--- src/rtl/cod_binario16x4.sv ---
`default_nettype none
// ============================================================================
//  Module   : cod_binario16x4
//  Brief    : Registered 16-to-4 priority encoder with valid and multi flags.
//  Revision : 1.0 - initial release
// ============================================================================
module cod_binario16x4 (
    input  logic        clk,
    input  logic        rst_n,
    input  logic [15:0] in,
    output logic [3:0]  out,
    output logic        valid,
    output logic        multi
);

    localparam int C_WIDTH = 16;

    logic [3:0] w_idx;
    logic       w_valid;
    logic       w_multi;

    logic [3:0] r_out;
    logic       r_valid;
    logic       r_multi;

    // Ascending scan so the last hit, i.e. the highest set bit, wins.
    always_comb begin
        w_idx = 4'd0;
        for (int i = 0; i < C_WIDTH; i++) begin
            if (in[i]) begin
                w_idx = 4'(i);
            end
        end
    end

    assign w_valid = |in;
    // Clearing the lowest set bit leaves something only if two or more were set.
    assign w_multi = |(in & (in - 16'd1));

    always_ff @(posedge clk or negedge rst_n) begin
        if (!rst_n) begin
            r_out   <= 4'd0;
            r_valid <= 1'b0;
            r_multi <= 1'b0;
        end else begin
            r_out   <= w_idx;
            r_valid <= w_valid;
            r_multi <= w_multi;
        end
    end

    assign out   = r_out;
    assign valid = r_valid;
    assign multi = r_multi;

endmodule
`default_nettype wire

--- config.mk ---
export PLATFORM = sky130hd
export DESIGN_NAME = cod_binario16x4
export DESIGN_NICKNAME = d
export VERILOG_FILES = /design/src/rtl/cod_binario16x4.sv
export SDC_FILE = /design/constraint.sdc
export NUM_CORES = 1
export LEC_CHECK = 0
export ABC_AREA = 1
export BUFFER_PORTS_ARGS = -buffer_cell sky130_fd_sc_hd__buf_2
export CORE_UTILIZATION = 35
export DETAILED_ROUTE_END_ITERATION = 7
export GPL_ROUTABILITY_DRIVEN = 0
export PLACE_DENSITY = 0.6
export SLEW_MARGIN = 20
export SYNTH_ARGS = -nofsm -noshare
export SYNTH_HDL_FRONTEND = slang
export SYNTH_SLANG_ARGS = --single-unit
--- constraint.sdc ---
create_clock -name clk -period 0.8 [get_ports clk]
set_input_delay 0.2 -clock clk [delete_from_list [all_inputs] [get_ports clk]]
set_output_delay 0.2 -clock clk [all_outputs]
set_load 0.02 [all_outputs]
==> impl_metrics.yaml <==
die:
  die_area_um2: 1620
  dieHeight_um: 40.2
  core_um2: 1330
  chipWidth_um: 40.2
  start_util_pct: 38.3
  io_pins: 24
  rows: 13
hold_path:
  hold_depth: 3
  holdCritPathClass: "input pin to flop"
  min_to: "out[1]"
  hold_path.startpoint: "in[14]"
setup_path:
  start_kind: "input pin"
  end_kind: "flop"
  arrival_ns: 1.22
  required_ns: 0.92
  crit_path_max_fanout: 4
  path_class: "input pin to flop"
cts:
  cts_buffers: 3
  cts_max_level: 1
  clk_path_buf_depth: 2
  cts_tree: "done"
  cts.sinks: 6
  clk_pin_slew_worst_paths_ns: 0.04
  clock-root-buffer: "clkbuf_4"
routing:
  ant_nets: 0
  vias: 706
  drc: 0
  first_iter_violations: 13
  first_pass_iters: 4
  wirelength_um: 1650
  wl_per_cell_um: 10.8
  via_per_inst: 4.64
grt:
  grt_pass1_wl_um: 2710
  grt_usage_pct: 25.8
  grt_max_degree: 7
  antenna_found_initial: 0
  overflow: 0
  grt_pass1_vias: 714
run:
  cap_violations: 0
timing:
  hold_ws_ns: 0.253
  slew_viol_final: 0
  setup_ws_ns: -0.300
  hold_violations: 0
  rsz0062_at_grt: "yes"
  setup_tns_ns: -1.51
  maxSlewHeadroom_pct: 84.1
  finalCritPeriodShare_pct: 138
  worst_pin_slew_ns: 0.238
  finalSetupViolCount: 10
  fmaxAchievable_mhz: 909
  period_needed_ns: 1.10
logic_synthesis:
  synth_fa_ha_area_share_pct: 0
  avgSynthCellArea_um2: 6.15
  ys.flop_type: "dfrtp_1"
  ys_seq_area_share_pct: 29.4
  synthTopCellsByCount: "nand2_1 (29), inv_1 (15), dfrtp_1 (6)"
  syn-cell-area_um2: 510
  yosysUniqueCellTypes: 18
  yosys.area_share.simple_pct: 41.9
  syn_inst: 83
  synthMuxAreaShare_pct: 0
  synth_top_area_cell: "dfrtp_1"
  synth_compound_area_share_pct: 14.7
  yosysMostFrequentCell: "nand2_1"
  synthXorXnorAreaFrac_pct: 0
  synth_edf_count: 0
  synth_warnings: 0
  synth_top_family_by_area: "simple AND/OR/NAND/NOR gates"
  syn_nets: 101
  synthTopCellsByArea: "dfrtp_1 (29%), nand2_1 (21%), inv_1 (11%)"
  synth_top_area_share_pct: 29.4
  synthArstFlopShare_pct: 100
  synth-seq-cells: 6
cells_and_area:
  syn2layout_area_growth_pct: 98.3
  drive_above_1_share_pct: 54.0
  fin_nets: 157
  fin_area_um2: 1010
  antenna_cells: 0
status:
  violations: "negative setup slack"
  status: "finished, violations left"
placed_design:
  hpwl_um: 1080
  postPlaceCellArea_um2: 830
  portBuffers: 23
power:
  power_mw: 0.940
  p_per_area_nw_per_um2: 928
  ir_drop_v: 0.000438
  leakage_nw: 0.545
[placed cells by master, fill, tap and decap left out]
master          n
a21oi_1         4
nor2_4          5
nor3_2          2
buf_4          24
a31oi_1         1
o21ai_2         1
clkbuf_4        3
nor3_1          1
nand3_1         3
o21ai_1         2
o21ai_0         3
nor2_2          1
dlygate4sd3_1   1
nand2_1        25
nor3_4          1
inv_4           1
dfrtp_1         6
buf_8           1
inv_1          13
o2111ai_1       1
nand2_4         1
o211a_1         1
nor2_1          2
nand2_2         4
inv_2           5
buf_2          12
buf_6          13
[kinds of logic (layout without fill, tap and decap cells)]
family | after synthesis | after routing
DFF | 6 | 6
AOI/OAI and AO/OA | 13 | 13
buffers and inverters | 19 | 73
and+or+nand+nor | 45 | 45
[sequential cells by signal, indices dropped and copies added, names as in the netlist]
signal and flops:
out 4, multi 1, valid 1
[what timing repair did]
item                                    CTS  global route
setup buffers                             2             2
gates resized for setup                  27             7
endpoints found under the setup margin   10            10
pin swaps                                12            12
hold buffers                              1             0
hold endpoints to repair                  6             0
[stage by stage]
stage                     util, %  std cells  worst slack (ns)
after floorplan                 -         83            -0.300
after global placement       62.2        144            -0.521
after detailed placement     62.2        144            -0.540
after CTS                    73.0        150            -0.254
after global routing         75.9        152            -0.380
final                        75.9        152            -0.300
[where the power goes]
group / total (mW) / internal, mW / switching (mW)
Sequential: 0.317 / 0.312 / 0.00415
Clock: 0.272 / 0.169 / 0.103
Combinational: 0.351 / 0.186 / 0.165
Total: 0.940 / 0.668 / 0.272
[worst max-delay path by stage]
stage,startpoint,endpoint,slack [ns],cells after the start
CTS,in[0],multi,-0.25,9
floorplan,in[1],multi,-0.30,8
detailed placement,in[1],multi,-0.54,9
global route,in[1],multi,-0.38,9
global placement,in[6],multi,-0.52,9
finish,in[1],multi,-0.30,8
[critical path: stages]
cell     delay (ns)
buf_8          0.10
nor2_4         0.10
inv_2          0.06
nor3_4         0.26
inv_2          0.11
o21ai_1        0.15
o211a_1        0.16
nand3_1        0.08
[layer usage]
layer / track usage [%] / wire length, um
met1: 23.4 / 604
met2: 50.4 / 945
met3: 5.00 / 61
met4: 17.5 / 36
met5: 0 / 0
[cell type report]
| type | count | area, um2 |
|---|---|---|
| multi-input combinational | 58 | 335 |
| inverter | 19 | 73.8 |
| tap | 15 | 18.8 |
| clock buffer | 3 | 22.5 |
| fill | 103 | 322 |
| timing repair buffer | 51 | 412 |
| sequential | 6 | 150 |
No activity file was read; power rests on OpenSTA's default activity.
